$ cat src/rtl/scan_seq_3to8.sv
// Scan sequencer for a 3-to-8 decoder select: steps through enabled addresses with a programmable dwell.
// Optional macro SCAN_SKIP_EN honours the per-address skip mask; without it all eight addresses are visited.
module scan_seq_3to8 #(
    parameter int DWELL_W = 8
) (
    input  logic               clk,
    input  logic               rst_n,
    input  logic               start,
    input  logic               stop,
    input  logic               cont,
    input  logic [DWELL_W-1:0] dwell,
    input  logic [7:0]         skip,
    output logic [2:0]         a,
    output logic               a_valid,
    output logic               busy,
    output logic               done,
    output logic               wrap
);

    typedef enum logic [1:0] {IDLE, SCAN, DONE} state_t;

    state_t             state_q;
    logic [2:0]         a_q;
    logic               a_valid_q, busy_q, done_q, wrap_q, cont_q;
    logic [DWELL_W-1:0] dwell_q, cnt_q;
    logic [7:0]         en_q;

    logic [7:0]         en_d;
    logic [2:0]         first_a_d, next_a_d, last_a_d;
    logic [DWELL_W-1:0] ld_start_d, ld_scan_d;
    logic               is_last_d;

`ifdef SCAN_SKIP_EN
    assign en_d = ~skip;
`else
    logic unused_skip;
    assign unused_skip = ^skip;
    assign en_d        = 8'hFF;
`endif

    function automatic logic [2:0] first_en(input logic [7:0] m);
        logic [2:0] r;
        r = '0;
        for (int i = 7; i >= 0; i--)
            if (m[i]) r = 3'(i);
        return r;
    endfunction

    function automatic logic [2:0] last_en(input logic [7:0] m);
        logic [2:0] r;
        r = '0;
        for (int i = 0; i < 8; i++)
            if (m[i]) r = 3'(i);
        return r;
    endfunction

    // Nearest enabled address above cur, modulo 8; cur itself when it is the only one.
    function automatic logic [2:0] next_en(input logic [7:0] m, input logic [2:0] cur);
        logic [2:0] r;
        r = cur;
        for (int i = 7; i >= 1; i--)
            if (m[3'(cur + 3'(i))]) r = 3'(cur + 3'(i));
        return r;
    endfunction

    function automatic logic [DWELL_W-1:0] reload(input logic [DWELL_W-1:0] d);
        return (d == '0) ? '0 : d - DWELL_W'(1);
    endfunction

    assign first_a_d  = first_en(en_d);
    assign next_a_d   = next_en(en_q, a_q);
    assign last_a_d   = last_en(en_q);
    assign is_last_d  = (a_q == last_a_d);
    assign ld_start_d = reload(dwell);
    assign ld_scan_d  = reload(dwell_q);

    always_ff @(posedge clk or negedge rst_n) begin
        if (!rst_n) begin
            state_q   <= IDLE;
            a_q       <= '0;
            a_valid_q <= 1'b0;
            busy_q    <= 1'b0;
            done_q    <= 1'b0;
            wrap_q    <= 1'b0;
            cont_q    <= 1'b0;
            dwell_q   <= '0;
            cnt_q     <= '0;
            en_q      <= '0;
        end else begin
            done_q <= 1'b0;
            wrap_q <= 1'b0;
            case (state_q)
                IDLE: begin
                    if (start && !stop) begin
                        cont_q  <= cont;
                        dwell_q <= dwell;
                        en_q    <= en_d;
                        cnt_q   <= ld_start_d;
                        if (en_d == '0) begin
                            state_q <= DONE;
                            done_q  <= 1'b1;
                        end else begin
                            state_q   <= SCAN;
                            a_q       <= first_a_d;
                            a_valid_q <= 1'b1;
                            busy_q    <= 1'b1;
                        end
                    end
                end
                SCAN: begin
                    // stop outranks both the dwell countdown and any advance/wrap
                    if (stop) begin
                        state_q   <= IDLE;
                        a_q       <= '0;
                        a_valid_q <= 1'b0;
                        busy_q    <= 1'b0;
                        cnt_q     <= '0;
                    end else if (cnt_q != '0) begin
                        cnt_q <= cnt_q - DWELL_W'(1);
                    end else if (is_last_d && !cont_q) begin
                        state_q   <= DONE;
                        done_q    <= 1'b1;
                        a_q       <= '0;
                        a_valid_q <= 1'b0;
                        busy_q    <= 1'b0;
                    end else begin
                        a_q    <= next_a_d;
                        wrap_q <= is_last_d;
                        cnt_q  <= ld_scan_d;
                    end
                end
                DONE:    state_q <= IDLE;
                default: state_q <= IDLE;
            endcase
        end
    end

    assign a       = a_q;
    assign a_valid = a_valid_q;
    assign busy    = busy_q;
    assign done    = done_q;
    assign wrap    = wrap_q;

endmodule
$ cat config.mk
export PLATFORM = sky130hd
export DESIGN_NAME = scan_seq_3to8
export DESIGN_NICKNAME = d
export VERILOG_FILES = /design/src/rtl/scan_seq_3to8.sv
export SDC_FILE = /design/constraint.sdc
export NUM_CORES = 1
export LEC_CHECK = 0
export ABC_AREA = 1
export CORE_ASPECT_RATIO = 0.5
export CORE_MARGIN = 5
export CORE_UTILIZATION = 30
export DETAILED_ROUTE_END_ITERATION = 8
export HOLD_SLACK_MARGIN = 0.12
export PLACE_DENSITY = 0.56
export SYNTH_ARGS = -nofsm -noshare
export SYNTH_HDL_FRONTEND = slang
export SYNTH_SLANG_ARGS = --single-unit
export TNS_END_PERCENT = 10
$ cat constraint.sdc
create_clock -name clk -period 2.3 [get_ports clk]
set_clock_uncertainty 0.2 [all_clocks]
set_input_delay 0.345 -clock clk [delete_from_list [all_inputs] [get_ports clk]]
set_output_delay 0.345 -clock clk [all_outputs]
set_load 0.005 [all_outputs]
==> After elaboration in Yosys (flattened, before gate mapping) <==
Index checks and enable logic that the tools add are counted.
{ "classes": {"muxes": 58, "n_reduce_logical": 14, "shift": 0, "multipliers": 0, "n_addsub": 10, "div_mod_pow": 0, "n_eq_ne": 7, "magnitude_cmp": 7, "n_bitwise": 0} }
{ "op_table": {"columns": ["operator", "n"], "rows": [
  ["$mux W3", 16],
  ["$mux W8", 6],
  ["$lt A3 B4 Y1 const B", 7],
  ["$sub A8 B1 Y8 const B", 3],
  ["$bmux W1 S3", 7],
  ["$mux W1", 20],
  ["$logic_not A8 Y1", 2],
  ["$pmux W8 S2", 1],
  ["$add A3 B3 Y3 const B", 4],
  ["$mux W2", 5],
  ["$ne A10 B10 Y1 const B", 1],
  ["$reduce_and A4 Y1", 2],
  ["$reduce_bool A8 Y1", 1],
  ["$add A3 B2 Y3 const B", 2],
  ["$ne A3 B3 Y1 const B", 2],
  ["$pmux W3 S2", 1],
  ["$reduce_and A3 Y1", 2],
  ["$ne A4 B4 Y1 const B", 1],
  ["$pmux W2 S2", 1],
  ["$add A3 B1 Y3 const B", 1],
  ["$eq A3 B3 Y1", 1],
  ["$eq A2 B1 Y1 const B", 1],
  ["$logic_and A1 B1 Y1", 2],
  ["$logic_not A1 Y1", 2],
  ["other kinds (5)", 5]
]} }
{ "word_totals": {"romBits": 0, "ram_bits": 0, "latch_bits": 0, "register_bits": 26, "input_bits": 21, "mem_count": 0, "wordCells": 105, "output_inout_bits": 7} }

==> Depth between registers and ports, before layout <==
{ "depth": {"word_depth": 14, "ltp_mapped": 10, "depth_no_buf": 10} }

==> Worst setup path after synthesis <==
No wires, ideal clock.
{ "synth_timing": {"path_type": "reg-to-reg", "from": "register en_q[0]", "to": "register a_q[1] (netlist: a[1])", "n_path_buf": 0, "path_stages_with_launch": 7, "arrival_ps": 1451, "slack_ps": 575, "required_ps": 2026, "path_cell_list": "dfrtp_1 > inv_1 > ha_1 > nand4_4 > nand2_2 > or2_2 > o21ai_2"} }
{ "synth_between": {"elab_chain_cells": 13, "elab_cells_between_ends": 35, "classes_between": "2 x eq/ne; 31 x mux; 2 x reduce/logical"} }
{ "synth_lines": {"columns": ["item", "line", "rtl"], "rows": [
  ["from (decl)", "26", "logic [7:0] en_q;"],
  ["from (signal assigned)", "97", "en_q <= en_d;"],
  ["parallel branches: the longest is 13 deep, another holds $bmux W1 S3", null, null],
  ["to (signal assigned)", "104", "a_q <= first_a_d;"],
  ["to (signal assigned)", "127", "a_q <= next_a_d;"],
  ["to (decl)", "23", "logic [2:0] a_q;"]
]} }
Several ways; the timed one is not identified. The select of a mux whose other input is x is not followed.
A chain may end at the register's enable or synchronous reset.

==> metrics.csv <==
stage;metric;value;unit
status;status;completed;
setup_path;cp.required;2.25;ns
drt;firstDrtPassIters;4;
timing;period_share;81.53;%
clock_tree;cts.sinks;26;
clock_tree;clk_pin_slew_worst_paths;0.06;ns
logic_synthesis;synth_compound_area_share;8.056;%
drt;wl_met3;262;um
setup_path;crit_type;register to register;
pwr;peakVddDrop;0.3355;mV
cells_and_area;regArea;650.6;um2
logic_synthesis;synth.area.top_cells;dfrtp_1 35%, nand2_1 14%, nand3_1 8.3%, inv_1 7.0%, nor2_1 5.0%;
global_route;antenna_found_initial;0;
logic_synthesis;yosys.area.top_type;dfrtp_1;
cells_and_area;stdcell_area;2262;um2
drt;highest_layer;met4;
logic_synthesis;synthSimpleGateAreaFrac;38.88;%
setup_path;critPathCaptureType;register;
timing;tns;0;ns
global_route;grt_pass1_wl;7541;um
floorplan;rows;20;
logic_synthesis;post-synth-top-area-fraction;34.62;%
floorplan;coreArea;6081;um2
timing;setup_viol;0;
drt;met1_length;2036;um
logic_synthesis;ys_seq_area_share;34.62;%
timing;maxSlewViolCount;0;
clock_tree;cts_buffer_depth;2;
placed_design;gp_congestion;0.8505;
job;drv_cap;0;
clock_tree;hold_buffers;0;
timing;hold_viol;0;
logic_synthesis;synth-xor-area-share;3.262;%
clock_tree;cts_resized;0;
floorplan;start_util;30.91;%
drt;ant_nets;0;
cells_and_area;fillerInstances;644;
global_route;grt_pass1_vias;1646;
timing;max_slew.worst_pin.slew;0.3388;ns
logic_synthesis;synth-seq-cells;26;
global_route;grt_start_max_net_pins;27;
logic_synthesis;ys_warn_count;0;
placed_design;hpwlAfterDp;3483;um
drt;via_count;1672;
drt;drt-initial-drc-count;121;
clock_tree;clockRootBuffer;clkbuf_16;
cells_and_area;final_cell_mix;70 x nand2_1, 35 x inv_1, 31 x nand3_1, 26 x dfrtp_1, 25 x nor2_1;
cells_and_area;drive_above_1_share;14.98;%
drt;drc;0;
setup_path;rrSetupSlack;0.42;ns
logic_synthesis;synthMuxAreaShare;0;%
clock_tree;numCtsBuffers;3;
clock_tree;tritoncts;built;
clock_tree;worstSkewPairLatency;0.26;ns
setup_path;startpoint_type;register;
clock_tree;cts_setup_buffers;0;
cells_and_area;final_core_util;37.20;%
floorplan;fp.dieH;65.97;um
cells_and_area;antenna_cells;0;
logic_synthesis;synth_top_family_by_area;simple AND/OR/NAND/NOR gates;
floorplan;ios;28;
drt;wirelength;4226;um
floorplan;dieArea;8043;um2
logic_synthesis;synth_nets;293;
pwr;power_density;1114;nW/um2
logic_synthesis;syn_inst;264;
drt;wl_met2;1861;um
setup_path;path_max_fanout;6;
timing;min_period;1.875;ns
timing;maxSlewHeadroom;77.41;%
drt;wl_per_cell;11.27;um
placed_design;io_buffers;19;
setup_path;arrival;1.83;ns
global_route;overflow;0;
clock_tree;ctsHtreeMaxLevel;1;
cells_and_area;area_growth;20.37;%
placed_design;placed_cell_area;2187;um2
logic_synthesis;synthAdderAreaFrac;5.726;%
pwr;cellLeakagePower;1.073;nW
global_route;grt_use_total;11.90;%
timing;max_freq;533.3;MHz
logic_synthesis;synth_cell_type_count;27;
logic_synthesis;synth_area;1879;um2
logic_synthesis;syn_avg_cell_area;7.119;um2
cells_and_area;fin_nets;318;
cells_and_area;multi_input_area;1051;um2
drt;post_drt_via_cell_ratio;4.459;
cells_and_area;layout_commonest_cell;nand2_1;
hold_path;hp-class;primary input to async pin;
timing;rsz0062_at_grt;no;
floorplan;die_w;121.9;um
==> per-stage QoR <==
stage	setup WS (ns)	hold WS [ns]	power, mW	instances
final	0.4249	0.2550	2.519	375
after global routing	0.2570	0.2985	2.797	375
after CTS	0.4114	0.2769	2.551	375
after detailed placement	0.1726	0.2729	2.154	372
after global placement	0.1851	0.2678	2.109	372
after floorplan	0.5751	-0.1506	1.795	264
==> cells by family (layout without fill, tap and decap cells) <==
group | after synthesis | in the layout
AOI/OAI and AO/OA | 26 | 26
xor gates and xnor gates | 7 | 7
adders and majority gates | 8 | 8
buffers and inverters | 44 | 67
DFF | 26 | 26
and+or+nand+nor | 153 | 153
==> path summary, 6_finish.rpt <==
| kind | startpoint | to | cells after the start |
|---|---|---|---|
| hold / removal | rst_n | dwell_q[4]$_DFFE_PN0P_ | 2 |
| setup reg to reg | en_q[0]$_DFFE_PN0P_ | cnt_q[7]$_DFFE_PN0P_ | 8 |
| min in group clk | dwell_q[0]$_DFFE_PN0P_ | dwell_q[0]$_DFFE_PN0P_ | 2 |
| setup / recovery | en_q[0]$_DFFE_PN0P_ | cnt_q[7]$_DFFE_PN0P_ | 8 |
| max in group asynchronous | rst_n | cnt_q[0]$_DFFE_PN0P_ | 2 |
| hold reg to reg | dwell_q[0]$_DFFE_PN0P_ | dwell_q[0]$_DFFE_PN0P_ | 2 |
==> synthesized netlist by cell type, drive strengths merged <==
master,count
inv,40
xnor2,3
nand4,2
fa,1
o21ai,23
nand3,32
nand2,78
nor2,38
o21bai,1
xor2,4
clkbuf,1
a21oi,2
nor3,1
buf,2
clkinv,1
ha,7
dfrtp,26
or2,2
==> sequential cells by signal (all words and copies together), names as in the netlist <==
register / cells
a: 3
busy: 1
cnt_q: 8
cont_q: 1
done: 1
dwell_q: 8
en_q: 1
state_q: 2
wrap: 1
==> critical path, stage by stage, from the launching register on <==
cell and delay [ns]:
dfrtp_1 0.50, inv_1 0.11, ha_1 0.35, nand4_4 0.13, nor2_4 0.14, nor2_4 0.07, buf_4 0.16, nor2_2 0.07
nor2_1 0.05
==> per-layer routing <==
metal,track usage [%],up-vias
met4,4.050,0
met1,15.95,748
met5,0,-
li1,-,874
met2,18.89,46
met3,2.821,4
==> report_power, final <==
part | leakage (nW) | switching [mW] | internal, mW
combinational | 0.708 | 0.839 | 0.514
sequential | 0.327 | 0.155 | 0.631
clock | 0.0370 | 0.149 | 0.230
==> area by class of cell <==
cell class,instances,area share (%)
clock buffer,3,3.319
inverter,41,6.858
multi-input combinational,194,46.46
sequential,26,28.76
tap,88,4.867
timing repair buffer,23,9.735
No activity file was read; power rests on OpenSTA's default activity.
